## src/rtl/credit_return_fifo_if.sv

```systemverilog
// Handshake bundle between the credit-return FIFO and its sender/consumer.
// The slave modport is the FIFO side; master is the environment side.
interface credit_return_fifo_if #(
    parameter int unsigned WIDTH = 8
);
    logic             in_valid;
    logic [WIDTH-1:0] in_data;
    logic             out_valid;
    logic             out_ready;
    logic [WIDTH-1:0] out_data;
    logic             credit_init;
    logic [3:0]       credit_init_value;
    logic             credit_valid;
    logic [1:0]       credit;

    modport master (
        output in_valid, in_data, out_ready,
        input  out_valid, out_data, credit_init, credit_init_value, credit_valid, credit
    );

    modport slave (
        input  in_valid, in_data, out_ready,
        output out_valid, out_data, credit_init, credit_init_value, credit_valid, credit
    );
endinterface

```

## src/rtl/credit_return_fifo.sv

```systemverilog
// Receiver endpoint of a credit link: buffers pushed words, serves them on valid/ready,
// and returns freed slots to the sender in batches of up to 3 credits per cycle.
module credit_return_fifo #(
    parameter int unsigned WIDTH     = 8,
    parameter int unsigned DEPTH     = 8,
    parameter int unsigned MIN_BATCH = 2
) (
    input  logic                  clk,
    input  logic                  rst_n,
    credit_return_fifo_if.slave   bus,
    output logic [3:0]            occupancy,
    output logic                  overflow
);
    localparam int unsigned     PtrW      = (DEPTH > 1) ? $clog2(DEPTH) : 1;
    localparam logic [3:0]      DepthV    = 4'(DEPTH);
    localparam logic [3:0]      MinBatchV = 4'(MIN_BATCH);
    localparam logic [PtrW-1:0] LastPtr   = PtrW'(DEPTH - 1);

    logic [WIDTH-1:0] mem_q [DEPTH];
    logic [PtrW-1:0]  rd_ptr_q, wr_ptr_q;
    logic [3:0]       occ_q, occ_d;
    logic [3:0]       pend_q, pend_d;
    logic             overflow_q;
    logic             init_done_q;

    logic             empty, full, pop, push_ok, push_drop;
    logic             ret_valid;
    logic [1:0]       ret_cnt;

    assign empty     = (occ_q == 4'd0);
    assign full      = (occ_q == DepthV);
    assign pop       = !empty && bus.out_ready;
    // A full FIFO still accepts a push when the head leaves in the same cycle.
    assign push_ok   = bus.in_valid && (!full || pop);
    assign push_drop = bus.in_valid && full && !pop;

    always_comb begin
        ret_valid = (pend_q >= MinBatchV) || ((pend_q != 4'd0) && empty);
        ret_cnt   = 2'd0;
        if (ret_valid) begin
            ret_cnt = (pend_q >= 4'd3) ? 2'd3 : pend_q[1:0];
        end
        occ_d  = occ_q + {3'b000, push_ok} - {3'b000, pop};
        pend_d = pend_q + {3'b000, pop} - {2'b00, ret_cnt};
    end

    always_ff @(posedge clk) begin
        if (push_ok) begin
            mem_q[wr_ptr_q] <= bus.in_data;
        end
    end

    always_ff @(posedge clk or negedge rst_n) begin
        if (!rst_n) begin
            rd_ptr_q    <= '0;
            wr_ptr_q    <= '0;
            occ_q       <= 4'd0;
            pend_q      <= 4'd0;
            overflow_q  <= 1'b0;
            init_done_q <= 1'b0;
        end else begin
            if (pop) begin
                rd_ptr_q <= (rd_ptr_q == LastPtr) ? '0 : rd_ptr_q + 1'b1;
            end
            if (push_ok) begin
                wr_ptr_q <= (wr_ptr_q == LastPtr) ? '0 : wr_ptr_q + 1'b1;
            end
            occ_q       <= occ_d;
            pend_q      <= pend_d;
            init_done_q <= 1'b1;
            if (push_drop) begin
                overflow_q <= 1'b1;
            end
        end
    end

    // Gated by rst_n so the announcement is low while reset is held.
    assign bus.credit_init       = rst_n && !init_done_q;
    assign bus.credit_init_value = bus.credit_init ? DepthV : 4'd0;
    assign bus.credit_valid      = ret_valid;
    assign bus.credit            = ret_cnt;
    assign bus.out_valid         = !empty;
    assign bus.out_data          = empty ? '0 : mem_q[rd_ptr_q];
    assign occupancy             = occ_q;
    assign overflow              = overflow_q;

    // Local bounds only; end-to-end conservation also involves the sender's counter.
    a_bounds: assert property (@(posedge clk) disable iff (!rst_n)
        (occ_q <= DepthV) && (pend_q <= DepthV));
    a_credit: assert property (@(posedge clk) disable iff (!rst_n)
        ret_valid |-> ((ret_cnt != 2'd0) && ({2'b00, ret_cnt} <= pend_q)));
endmodule
```

## src/flat_wrapper.sv

```systemverilog
// flat-port wrapper written by rule: the top's interface ports become plain ports
module credit_return_fifo_flat 
#(
    parameter int unsigned WIDTH     = 8,
    parameter int unsigned DEPTH     = 8,
    parameter int unsigned MIN_BATCH = 2
)
  (clk, rst_n, occupancy, overflow, bus_in_valid, bus_in_data, bus_out_ready, bus_out_valid, bus_out_data, bus_credit_init, bus_credit_init_value, bus_credit_valid, bus_credit);
  credit_return_fifo_if #(.WIDTH(WIDTH)) bus_i ();
  input  logic clk;
  input  logic rst_n;
  output logic [3:0] occupancy;
  output logic overflow;
  input wire logic [$bits(bus_i.in_valid)-1:0] bus_in_valid;
  input wire logic [$bits(bus_i.in_data)-1:0] bus_in_data;
  input wire logic [$bits(bus_i.out_ready)-1:0] bus_out_ready;
  output wire logic [$bits(bus_i.out_valid)-1:0] bus_out_valid;
  output wire logic [$bits(bus_i.out_data)-1:0] bus_out_data;
  output wire logic [$bits(bus_i.credit_init)-1:0] bus_credit_init;
  output wire logic [$bits(bus_i.credit_init_value)-1:0] bus_credit_init_value;
  output wire logic [$bits(bus_i.credit_valid)-1:0] bus_credit_valid;
  output wire logic [$bits(bus_i.credit)-1:0] bus_credit;
  assign bus_i.in_valid = bus_in_valid;
  assign bus_i.in_data = bus_in_data;
  assign bus_i.out_ready = bus_out_ready;
  assign bus_out_valid = bus_i.out_valid;
  assign bus_out_data = bus_i.out_data;
  assign bus_credit_init = bus_i.credit_init;
  assign bus_credit_init_value = bus_i.credit_init_value;
  assign bus_credit_valid = bus_i.credit_valid;
  assign bus_credit = bus_i.credit;
  credit_return_fifo #(.WIDTH(WIDTH), .DEPTH(DEPTH), .MIN_BATCH(MIN_BATCH)) u_core (.clk(clk), .rst_n(rst_n), .bus(bus_i), .occupancy(occupancy), .overflow(overflow));
endmodule
```

## config.mk

```make
export PLATFORM = sky130hd
export DESIGN_NAME = credit_return_fifo_flat
export DESIGN_NICKNAME = d
export VERILOG_FILES = /design/src/rtl/credit_return_fifo_if.sv /design/src/rtl/credit_return_fifo.sv /design/src/flat_wrapper.sv
export SDC_FILE = /design/constraint.sdc
export NUM_CORES = 1
export LEC_CHECK = 0
export ABC_CLOCK_PERIOD_IN_PS = 2900
export CAP_MARGIN = 20
export CORE_MARGIN = 2
export CORE_UTILIZATION = 56
export CTS_CLUSTER_DIAMETER = 120
export CTS_CLUSTER_SIZE = 24
export DETAILED_ROUTE_END_ITERATION = 10
export GPL_TIMING_DRIVEN = 0
export PLACE_DENSITY = 0.75
export SLEW_MARGIN = 20
export SYNTH_ARGS = -nofsm -noshare
export SYNTH_HDL_FRONTEND = slang
export SYNTH_SLANG_ARGS = --single-unit
```

## constraint.sdc

```tcl
create_clock -name clk -period 2.9 [get_ports clk]
set_input_delay 0.29 -clock clk [delete_from_list [all_inputs] [get_ports clk]]
set_output_delay 0.29 -clock clk [all_outputs]
set_load 0.02 [all_outputs]
```

======== Word level (Yosys, flattened, before mapping) ========
Memory sizes are Yosys's and may differ from the RTL's.
Index checks and enable logic that the tools add are counted.
word-level totals
  memory bits (writable) .................. 64
  flip-flop bits (word level) ............. 16
  input bits .............................. 12
  memories ................................ 1
  output and inout port bits .............. 22
  logic and storage cells ................. 40
memory list
  memory        words  width  rd ports  clocked after memory_dff  wr ports  line                      source
  u_core.mem_q  8      8      1         0                         1         credit_return_fifo.sv:19  logic [WIDTH-1:0] mem_q [DEPTH];
cells by class
  magnitude comparators ................... 2
  mux-type cells .......................... 8
  add/sub/neg operators ................... 6
  eq/ne operators ......................... 3
  reduce and logical (&&, ||, !) cells .... 14
operators with widths
  cell                   number
  $add A4 B1 Y4          2
  $ge A4 B2 Y1 const B   2
  $mux W8                1
  $add A3 B1 Y3 const B  2
  $eq A3 B3 Y1 const B   2
  $logic_and A1 B1 Y1    6
  $mux W3                2
  $eq A4 B4 Y1 const B   1
  $logic_not A1 Y1       4
  $logic_not A4 Y1       1
  $mux W2                2
  $mux W4                1
  $reduce_bool A4 Y1     1
  $sub A4 B1 Y4          1
  $sub A4 B2 Y4          1
  $logic_or A1 B1 Y1     2
  $mux W1                2

======== Logic depth before layout (Yosys ltp) ========
Gate-level depths: netlist of the first run.
  depth after elaboration ................. 7
  depth in mapped cells ................... 11
  depth with buffers taken out ............ 11

======== Least setup slack after synthesis of the first run ========
No wires, ideal clock.
  path kind ............................... register to register
  start point ............................. register u_core.occ_q[2], in the netlist u_core.occupancy[2]
  end point ............................... register u_core.pend_q[2]
  buffers on the path ..................... 0
  cell stages (with the launch flop) ...... 12
  library setup time ...................... 0.123 ns
  required time ........................... 2.777 ns
  setup slack ............................. 0.516 ns
  arrival time ............................ 2.262 ns
  period minus slack after synthesis ...... 2.384 ns
  cell sequence ........................... dfrtp_1 -> inv_1 -> ha_1 -> nor3b_1 -> o21ai_0 -> nand2_1 -> ha_1 -> inv_1 -> ha_1 -> inv_1 -> fa_1 -> xnor2_1
on the way
  longest elaborated chain between the ends .. 5
  elaborated cells between the ends (all ways) .. 8
  those cells by class .................... 2 x add/sub; 1 x mux; 5 x reduce/logical
ends and longest elaborated chain
  item                      line                      source
  start: declaration        credit_return_fifo.sv:21  logic [3:0] occ_q, occ_d;
  start signal: assignment  credit_return_fifo.sv:57  occ_q <= 4'd0;
  start signal: assignment  credit_return_fifo.sv:68  occ_q <= occ_d;
  $logic_not A4 Y1          credit_return_fifo.sv:30  assign empty = (occ_q == 4'd0);
  $logic_and A1 B1 Y1       credit_return_fifo.sv:38  ret_valid = (pend_q >= MinBatchV) || ((pend_q != 4'd0) && empty);
  $logic_or A1 B1 Y1        credit_return_fifo.sv:38
  $mux W2                   credit_return_fifo.sv:40  if (ret_valid) begin
  net bus_credit[0]         flat_wrapper.sv:22        output wire logic [$bits(bus_i.credit)-1:0] bus_credit;
  $sub A4 B2 Y4             credit_return_fifo.sv:44  pend_d = pend_q + {3'b000, pop} - {2'b00, ret_cnt};
  net u_core.pend_d[2]      credit_return_fifo.sv:22  logic [3:0] pend_q, pend_d;
  end signal: assignment    credit_return_fifo.sv:69  pend_q <= pend_d;
  end: declaration          credit_return_fifo.sv:22
The timed path passes the listed nets, and every way through them passes these cells.
A chain may end at the register's enable or synchronous reset.

======== Final worst setup path of the first run ========
  start point ............................. register u_core.rd_ptr_q[0]
  end point ............................... output port bus_out_data[0]
on the way
  longest elaborated chain between the ends .. 2
ends and longest elaborated chain
  item                      line                      source
  start: declaration        credit_return_fifo.sv:20  logic [PtrW-1:0] rd_ptr_q, wr_ptr_q;
  start signal: assignment  credit_return_fifo.sv:63  rd_ptr_q <= (rd_ptr_q == LastPtr) ? '0 : rd_ptr_q + 1'b1;
  $mem_v2 Z8 W8             -
  $mux W8                   credit_return_fifo.sv:83  assign bus.out_data = empty ? '0 : mem_q[rd_ptr_q];
  end: declaration          flat_wrapper.sv:18        output wire logic [$bits(bus_i.out_data)-1:0] bus_out_data;
No other way between the ends.

==> results of run 1 <==
logic make-up after synthesis:
kind of cell / share of synthesized area
multiplexers: 0.110
other: 0.00214
buffers and inverters: 0.0402
XOR/XNOR: 0.00997
AND/OR/NAND/NOR: 0.0545
adder cells (fa/ha/maj): 0.0684
flip-flops: 0.661
AO/OA/AOI/OAI: 0.0538
cell usage after synthesis:
cell type  number  area [um2]
edfxtp_1       64        1920
mux2i_1        32         320
inv_1          20        75.1
a22oi_1        16         120
dfrtp_1        16         400
ha_1           16         200
and3_1          8        50.1
nor2_1          7        26.3
buf_4           6        45.0
mux2_2          6        67.6
nor2b_1         6        37.5
nor3_1          4        20.0
buf_1           3        11.3
nand2b_1        3        18.8
a21o_1          2        15.0
a21oi_1         2        10.0
buf_2           2        10.0
conb_1          2        7.51
fa_1            2        40.0
nand2_1         2        7.51
o21ai_0         2        10.0
xnor2_1         2        17.5
xor2_1          2        17.5
a41o_1          1        10.0
and2_1          1        6.26
nor3b_1         1        7.51
nor4_1          1        6.26
o211ai_1        1        7.51
o21ai_4         1        16.3
or3b_4          1        11.3
stage by stage:
stage	cells	hold slack, ns	utilization	setup slack, ns
2_1_floorplan	234	-0.00559	-	0.516
3_3_place_gp	339	0.462	0.654	-0.276
3_5_place_dp	340	0.457	0.659	0.301
4_1_cts	356	0.421	0.690	0.147
5_1_grt	356	0.470	0.690	0.0512
6_report	356	0.412	0.690	0.241
final cells by class:
type                       count  area, um2  area share
multi-input combinational    123       1080       0.262
sequential                    80       2320       0.561
clock inverter                 6       58.8      0.0142
timing repair buffer          31        308      0.0744
clock buffer                  10        128      0.0309
inverter                      20       75.1      0.0181
buffer                        11       66.3      0.0160
tap                           75       93.8      0.0227
what timing repair did:
action,CTS,global route
resized for setup,0,1
hold buffers,0,0
setup endpoints to repair,0,1
flip-flops by register name (all words and copies together), names as in the netlist:
signal and flops:
u_core.wr_ptr_q 3, u_core.occupancy 4, u_core.init_done_q 1, u_core.overflow 1
u_core.mem_q 64, u_core.rd_ptr_q 3, u_core.pend_q 4
power by group:
group | leakage, nW | internal (mW) | switching (mW)
logic | 0.775 | 0.939 | 1.08
clock network | 0.100 | 0.395 | 0.379
registers | 0.768 | 1.51 | 0.151
total | 1.64 | 2.84 | 1.61
per-layer routing:
| layer | vias up | share of wire | GRT usage |
|---|---|---|---|
| li1 | 937 | - | - |
| met1 | 917 | 0.44 | 0.269 |
| met2 | 56 | 0.50 | 0.317 |
| met3 | 8 | 0.057 | 0.0378 |
| met4 | 0 | 0.0095 | 0.0805 |
| met5 | - | 0 | 0 |
critical path, delay by kind of cell, from the launching register on:
family / cells / cell delay (ns)
buffers and inverters: 1 / 0.54
AO/OA/AOI/OAI: 1 / 0.20
flip-flops: 1 / 0.44
AND/OR/NAND/NOR: 2 / 0.85
placed cells by master (no fill, tap or decap), drive strengths merged, types with 2 or more instances in the layout:
cell,n
mux2,6
ha,16
xor2,2
clkbuf,10
clkdlybuf4s50,30
clkinv,4
a21oi,2
nor2,7
conb,4
a21o,2
o21ai,3
nor3,4
mux2i,32
nand2,2
buf,12
inv,21
and3,8
dfrtp,16
nand2b,3
a22oi,16
xnor2,2
edfxtp,64
nor2b,6
fa,2
worst paths after layout:
path | from | to | slack (ns) | depth (start not counted)
max in group asynchronous | rst_n | u_core.pend_q[1] | 1.99 | 1
hold / removal | rst_n | u_core.occupancy[1] | 0.41 | 1
hold reg to reg | u_core.overflow | u_core.overflow | 0.48 | 1
setup / recovery | u_core.rd_ptr_q[0] | bus_out_data[0] | 0.24 | 4
min in group clk | u_core.overflow | u_core.overflow | 0.48 | 1
setup reg to reg | u_core.occupancy[2] | u_core.occupancy[2] | 0.32 | 11
==> summary.md, run 1 <==
| Metric | Value |
|---|---|
| Max-slew violations | `0` |
| Area growth syn-to-layout | `17.7%` |
| Syn. warnings | `0` |
| Critical Path Start Type | `flip-flop` |
| Synthesized instance count | `around 230` |
| Fillers | `around 430` |
| CTS Buf Count | `9` |
| Outcome | `finished clean` |
| Residual DRC | `0` |
| Power Density | `between 1000 and 1500 nW/um2` |
| Critical-path top delay cell | `nor2_1` |
| Leakage | `1.64 nW` |
| CP Max Fanout | `8` |
| Setup Buffers After CTS | `0` |
| Die X | `83.2 um` |
| Antenna violations before repair | `0` |
| Die Ht | `between 80 and 90 um` |
| Post-synth cell types | `30` |
| Routed vias/inst | `approximately 5.4` |
| Total Routed Length | `between 6000 and 7000 um` |
| Setup TNS | `0 ns` |
| Wirelength per Cell | `about 18 um` |
| CP arrival | `2.37 ns` |
| Vias post-DR | `1,918` |
| DRT antenna net count | `0` |
| CTS H-tree lvls | `3` |
| Die area | `between 6000 and 7000 um2` |
| Core area | `roughly 6000 um2` |
| Final Cycle Share | `0.917` |
| Residual overflow from global routing | `0` |
| Site Rows | `28` |
| Worst path max stage delay | `roughly 0.6 ns` |
| Crit. End Element | `output port` |
| CTS Sinks | `80` |
| Share of cells above drive strength 1 | `0.135` |
| Initial Util | `0.587` |
| Router iterations before antenna repair | `5` |
| Critical Path RT | `2.61 ns` |
| Total power | `4.45 mW` |
| Hold Path Class | `primary input to asynchronous set/reset pin` |
| Minimum clock period | `2.66 ns` |
| Worst relative slew slack | `0.349` |
| Vias in the first global route | `a little under 2,000` |
| Placed inst area | `3950 um2` |
| Top-Level Pins | `34` |
| CTS Root Cell | `clkbuf_8` |
| RePlAce Congestion | `between 0.7 and 0.8` |
| Syn_area_per_cell | `approximately 15 um2` |
| CTS tree | `built` |
| Total GRT Usage | `0.198` |
| Clk_lat worst skew | `between 0.3 and 0.4 ns` |
| RSZ-0062 raised after global routing | `false` |
| Final setup viols | `0` |
| CTS clock-pin slew for the worst setup and hold paths | `roughly 0.07 ns` |
| Buffers on Ports | `30` |
| Synthesized cell area | `roughly 3500 um2` |
| Max Root-Sink Buffers | `2` |
| Largest net degree at the start of global routing | `18` |
| Seq/Total Area, Yosys | `0.661` |
| Worst Setup Path Type | `flip-flop to output port` |
| Final HPWL DP | `around 4100 um` |
| Initial DRC count | `approximately 130` |
| Worst VDD drop | `about 0.65 mV` |
| Fin area | `~4100 um2` |
| Measured slew at the worst slew-check pin | `just under 1 ns` |
| Max_cap viols | `0` |
| Skew final | `about 0.0035 ns` |
| Diode count | `0` |
| Synthesis-stage register bit count | `80` |
| Fin nets | `about 310` |
| Final hold violations | `0` |
| Critical Path, Cell by Cell | `nor2_1 > a22oi_1 > and3_1 > clkdlybuf4s50_1` |
| First-pass GRT wire length | `roughly 10,000 um` |
| Max Clk Rate | `between 300 and 400 MHz` |
(Power assumes the default switching activity.)
==> inputs of run 2 (changes only) <==
--- a/config.mk
+++ b/config.mk
@@ -13,6 +13,7 @@
 export CTS_CLUSTER_SIZE = 24
 export DETAILED_ROUTE_END_ITERATION = 10
 export GPL_TIMING_DRIVEN = 0
+export MAX_ROUTING_LAYER = met4
 export PLACE_DENSITY = 0.75
 export SLEW_MARGIN = 20
 export SYNTH_ARGS = -nofsm -noshare
==> summary.md, run 2 (synthesized netlist as in run 1, its figures left out) <==
| Metric | Value |
|---|---|
| Largest reg by FF count | `u_core.mem_q` |
| Core area | `~6000 um2` |
| Most frequent cells in the layout | `64 x edfxtp_1, 32 x mux2i_1, 30 x clkdlybuf4s50_1, 19 x inv_1` |
| Worst relative slew slack | `0.361` |
| Clock group share of total power | `0.174` |
| Worst setup path startpoint | `u_core.occupancy[2]` |
| Final HPWL DP | `a little over 4000 um` |
| Residual DRC | `0` |
| Worst Setup Path Type | `flip-flop to output port` |
| Register-to-register setup slack | `approximately 0.32 ns` |
| FF-to-FF Start | `u_core.occupancy[2]` |
| CP endpoint | `bus_credit_valid` |
| Clk_lat worst skew | `0.34 ns` |
| Final setup viols | `0` |
| Buffers on Ports | `30` |
| Vias in the first global route | `~1,900` |
| Wirelength per Cell | `around 18 um` |
| Initial Util | `0.587` |
| Critical Path, Cell by Cell | `inv_1 > ha_1 > nor3b_1 > inv_2 > o21ai_0 > clkdlybuf4s50_1` |
| Sw Pwr | `~1.6 mW` |
| Total GRT Usage | `0.204` |
| Routed vias/inst | `between 5 and 6` |
| Router iterations before antenna repair | `5` |
| DRT antenna net count | `0` |
| Int Pwr | `between 2 and 3 mW` |
| RR Endpoint | `u_core.occupancy[2]` |
| CTS tree | `built` |
| FF-to-FF path depth | `11` |
| RePlAce Congestion | `around 0.76` |
| Max_cap viols | `0` |
| Skew final | `0.00587 ns` |
| Max Clk Rate | `between 300 and 400 MHz` |
| Die area | `between 6000 and 7000 um2` |
| Outcome | `finished clean` |
| Post-CTS Resized | `0` |
| Total power | `roughly 4.4 mW` |
| CTS Sinks | `80` |
| Final Cycle Share | `0.915` |
| Leakage | `around 1.6 nW` |
| Critical Path RT | `about 2.6 ns` |
| Die X | `around 83 um` |
| Share of cells above drive strength 1 | `0.135` |
| Placement Setup Slack | `between 0.3 and 0.4 ns` |
| Site Rows | `28` |
| Vias post-DR | `a little under 2,000` |
| Max reg flops | `64` |
| Crit. End Element | `output port` |
| CP arrival | `~2.4 ns` |
| Max Root-Sink Buffers | `2` |
| Die Ht | `about 83 um` |
| Residual overflow from global routing | `0` |
| Max-slew violations | `0` |
| Critical Path Start Type | `flip-flop` |
| Gate power share | `0.453` |
| CP Max Fanout | `10` |
| RSZ-0062 raised after global routing | `false` |
| Setup Buffers After CTS | `0` |
| Cts hold-fix bufs | `0` |
| Diode count | `0` |
| Critical-path top delay cell | `clkdlybuf4s50_1` |
| Commonest non-fill, non-tap cell in the layout | `edfxtp_1` |
| Setup TNS | `0 ns` |
| Antenna violations before repair | `0` |
| Final hold violations | `0` |
| CTS Root Cell | `clkbuf_8` |
| Worst path max stage delay | `between 0.6 and 0.7 ns` |
| WHS | `roughly 0.41 ns` |
| First-pass GRT wire length | `10,100 um` |
| Sequential share of power | `0.373` |
| Net Sw Frac | `0.362` |
| Measured slew at the worst slew-check pin | `between 0.9 and 1 ns` |
| Top-Level Pins | `34` |
| CTS Buf Count | `9` |
| Worst VDD drop | `about 0.65 mV` |
| Hold Path Class | `primary input to asynchronous set/reset pin` |
| Area growth syn-to-layout | `17.7%` |
| Minimum clock period | `roughly 2.7 ns` |
| Power Density | `approximately 1100 nW/um2` |
| PnR worst setup slack | `0.245 ns` |
| CTS H-tree lvls | `3` |
| Largest net degree at the start of global routing | `18` |
| CTS clock-pin slew for the worst setup and hold paths | `about 0.07 ns` |
| Total Routed Length | `between 6000 and 7000 um` |
| Initial DRC count | `135` |
| Fin nets | `about 300` |
## run 2: worst min path at each step
| stage | end | cells after the start | slack (ns) | start |
|---|---|---|---|---|
| 4_1_cts | u_core.wr_ptr_q[2] | 1 | 0.42 | rst_n |
| 3_5_place_dp | u_core.overflow | 1 | 0.46 | u_core.overflow |
| 6_report | u_core.occupancy[1] | 1 | 0.41 | rst_n |
| 3_3_place_gp | u_core.overflow | 1 | 0.46 | u_core.overflow |
| 5_1_grt | u_core.wr_ptr_q[1] | 1 | 0.47 | rst_n |
| 2_1_floorplan | u_core.init_done_q | 0 | -0.006 | rst_n |
## run 2: per-layer routing
metal,wire length (um),up-vias,global-route usage
met2,3130,59,0.317
met5,0,-,-
li1,-,936,-
met3,428,7,0.0378
met4,61,0,0.0805
met1,2830,944,0.270
## run 2: area by class of cell
cell class,count,area [um2]
buffer,11,66.3
clock buffer,10,128
tap,75,93.8
timing repair buffer,31,308
fill,431,1850
clock inverter,6,58.8
multi-input combinational,123,1080
inverter,20,75.1
sequential,80,2320
## run 2: critical path: cells and delay by family, from the launching register on
family,cells,cell delay [ns]
and+or+nand+nor,1,0.37
DFF,1,0.38
buffers and inverters,3,0.92
adders and majority gates,1,0.17
AOI/OAI and AO/OA,1,0.18
## run 2: per-stage QoR
step	utilization	cell area, um2	cells
after floorplan	-	3520	234
after global routing	0.690	4140	356
after global placement	0.654	3920	339
after detailed placement	0.659	3950	340
after CTS	0.690	4140	356
final	0.690	4140	356
## run 2: power groups by stage
stage	clock, mW	combinational (mW)	sequential [mW]
after CTS	0.789	2.04	1.66
after global placement	0	1.97	1.66
final	0.775	2.02	1.66
after detailed placement	0	2.04	1.68
after global routing	0.844	2.21	1.69
after floorplan	0	1.31	1.68
==> inputs of run 3 (changes only) <==
--- a/config.mk
+++ b/config.mk
@@ -14,7 +14,8 @@
 export DETAILED_ROUTE_END_ITERATION = 10
 export GPL_TIMING_DRIVEN = 0
 export MAX_ROUTING_LAYER = met4
-export PLACE_DENSITY = 0.75
+export PLACE_DENSITY = 0.84
+export REMOVE_ABC_BUFFERS = 1
 export SLEW_MARGIN = 20
 export SYNTH_ARGS = -nofsm -noshare
 export SYNTH_HDL_FRONTEND = slang
==> summary.md, run 3 (synthesized netlist as in run 1, its figures left out) <==
| Metric | Value |
|---|---|
| Vias post-DR | `slightly below 2,000` |
| PnR worst setup slack | `approximately 0.17 ns` |
| CTS clock-pin slew for the worst setup and hold paths | `roughly 0.080 ns` |
| Outcome | `finished clean` |
| Gate power share | `0.429` |
| WHS | `between 0.3 and 0.4 ns` |
| CTS tree | `built` |
| Final hold violations | `0` |
| Clk_lat worst skew | `0.34 ns` |
| Max Clk Rate | `roughly 370 MHz` |
| DRT antenna net count | `0` |
| Commonest non-fill, non-tap cell in the layout | `edfxtp_1` |
| Initial DRC count | `just under 200` |
| Core area | `between 5000 and 6000 um2` |
| Largest net degree at the start of global routing | `28` |
| Worst path top cell family by delay | `simple AND/OR/NAND/NOR gates` |
| Die X | `around 83 um` |
| Critical Path, Cell by Cell | `nor2b_1 > a22oi_1 > and3_1 > clkdlybuf4s50_1` |
| Wirelength per Cell | `about 18 um` |
| Skew final | `slightly above 0.007 ns` |
| Post-CTS Resized | `0` |
| First-pass GRT wire length | `approximately 10,000 um` |
| Largest reg by FF count | `u_core.mem_q` |
| Die area | `6930 um2` |
| Most frequent cells in the layout | `64 x edfxtp_1, 32 x mux2i_1, 30 x clkdlybuf4s50_1, 19 x inv_1` |
| Share of cells above drive strength 1 | `0.115` |
| CTS H-tree lvls | `3` |
| Met2 usage | `0.326` |
| Fin nets | `296` |
| RSZ-0062 raised after global routing | `false` |
| CP Max Fanout | `8` |
| CP arrival | `about 2.4 ns` |
| Residual overflow from global routing | `0` |
| Die Ht | `~83 um` |
| Sw Pwr | `1.61 mW` |
| Placement Setup Slack | `0.389 ns` |
| Fillers | `just over 400` |
| Layout Utilization | `0.690` |
| Diode count | `0` |
| Max-slew violations | `0` |
| GRT busiest layer | `met2` |
| Total Routed Length | `approximately 6300 um` |
| Setup Buffers After CTS | `0` |
| Power Density | `1120 nW/um2` |
| RePlAce Congestion | `around 0.78` |
| Worst setup path startpoint | `u_core.rd_ptr_q[2]` |
| Top-Level Pins | `34` |
| Total GRT Usage | `0.205` |
| Routed vias/inst | `roughly 5.7` |
| Buffers on Ports | `30` |
| Critical Path RT | `between 2 and 3 ns` |
| Sequential share of power | `0.365` |
| FF-to-FF Start | `u_core.occupancy[2]` |
| Minimum clock period | `between 2 and 3 ns` |
| CTS Sinks | `80` |
| Area growth syn-to-layout | `17.6%` |
| Buf/Inv on CP | `1` |
| Initial Util | `0.587` |
| Critical-path top delay cell | `nor2b_1` |
| Multi-input gate area | `~1100 um2` |
| CTS Buf Count | `9` |
| CTS Root Cell | `clkbuf_8` |
| Max reg flops | `64` |
| Site Rows | `28` |
| Cts hold-fix bufs | `0` |
| M3 GR Usage | `0.0427` |
| Residual DRC | `0` |
| Int Pwr | `~3 mW` |
| Clock group share of total power | `0.205` |
| Final setup viols | `0` |
| Max_cap viols | `0` |
| Router iterations before antenna repair | `4` |
| Leakage | `~1.6 nW` |
| Max Root-Sink Buffers | `2` |
| Measured slew at the worst slew-check pin | `0.932 ns` |
| Final Cycle Share | `0.941` |
| Critical Path Start Type | `flip-flop` |
| Hold Path Class | `primary input to asynchronous set/reset pin` |
| Vias in the first global route | `between 2,000 and 2,500` |
| Setup TNS | `0 ns` |
| Sequential Area | `2320 um2` |
| GRT met1 Usage | `0.254` |
| Worst relative slew slack | `0.376` |
| Worst path max stage delay | `approximately 0.66 ns` |
| Antenna violations before repair | `0` |
| Worst VDD drop | `between 0.7 and 0.8 mV` |
| Final HPWL DP | `slightly above 4000 um` |
| Net Sw Frac | `0.349` |
| Crit. End Element | `output port` |
| Worst Setup Path Type | `flip-flop to output port` |
## run 3: cell types whose count changed in the layout (fill, tap and decap cells not counted), moves of 2 or more
cell / delta
buf_4: -7
bufinv_16: +2
clkinv_2: -3
buf_1: -3
## run 3: metrics by stage
step | power (mW) | cells | area [um2]
2_1_floorplan | 2.96 | 223 | 3460
3_3_place_gp | 3.58 | 328 | 3850
3_5_place_dp | 3.70 | 330 | 3900
4_1_cts | 4.65 | 345 | 4130
5_1_grt | 4.91 | 345 | 4130
6_report | 4.62 | 345 | 4130
## run 3: routing by layer
layer | vias to the layer above | part of all wire
li1 | 914 | -
met1 | 978 | 0.42
met2 | 70 | 0.50
met3 | 9 | 0.052
met4 | 0 | 0.020
met5 | - | 0
## run 3: final timing paths
kind                                       endpoint  slack (ns)  depth (start not counted)
min in group clk                    u_core.overflow        0.47                          1
worst max register to register  u_core.occupancy[2]        0.35                         11
worst min-delay path             u_core.wr_ptr_q[2]        0.38                          1
worst min register to register      u_core.overflow        0.47                          1
worst max-delay path                bus_out_data[6]        0.17                          4
max in group asynchronous        u_core.rd_ptr_q[1]        2.02                          1
## run 3: area by class of cell
type | instances | area share
clock inverter | 6 | 0.0260
sequential | 80 | 0.562
multi-input combinational | 123 | 0.262
clock buffer | 9 | 0.0300
inverter | 20 | 0.0182
timing repair buffer | 32 | 0.0787
tap | 75 | 0.0227
## run 3: worst register-to-register path, stage by stage, from the launching register on
cell and delay [ns]:
dfrtp_1 0.37, inv_1 0.10, ha_1 0.18, nor3b_1 0.33, nand2b_1 0.30, inv_1 0.11
ha_1 0.28, inv_1 0.06, ha_1 0.16, inv_1 0.05, fa_1 0.38, xnor2_1 0.13
## run 3: power groups by stage
| stage | sequential, mW | clock (mW) | combinational, mW |
|---|---|---|---|
| floorplan | 1.77 | 0 | 1.19 |
| global placement | 1.77 | 0 | 1.81 |
| detailed placement | 1.71 | 0 | 1.99 |
| CTS | 1.69 | 0.962 | 2.00 |
| global route | 1.72 | 1.00 | 2.19 |
| finish | 1.69 | 0.950 | 1.99 |
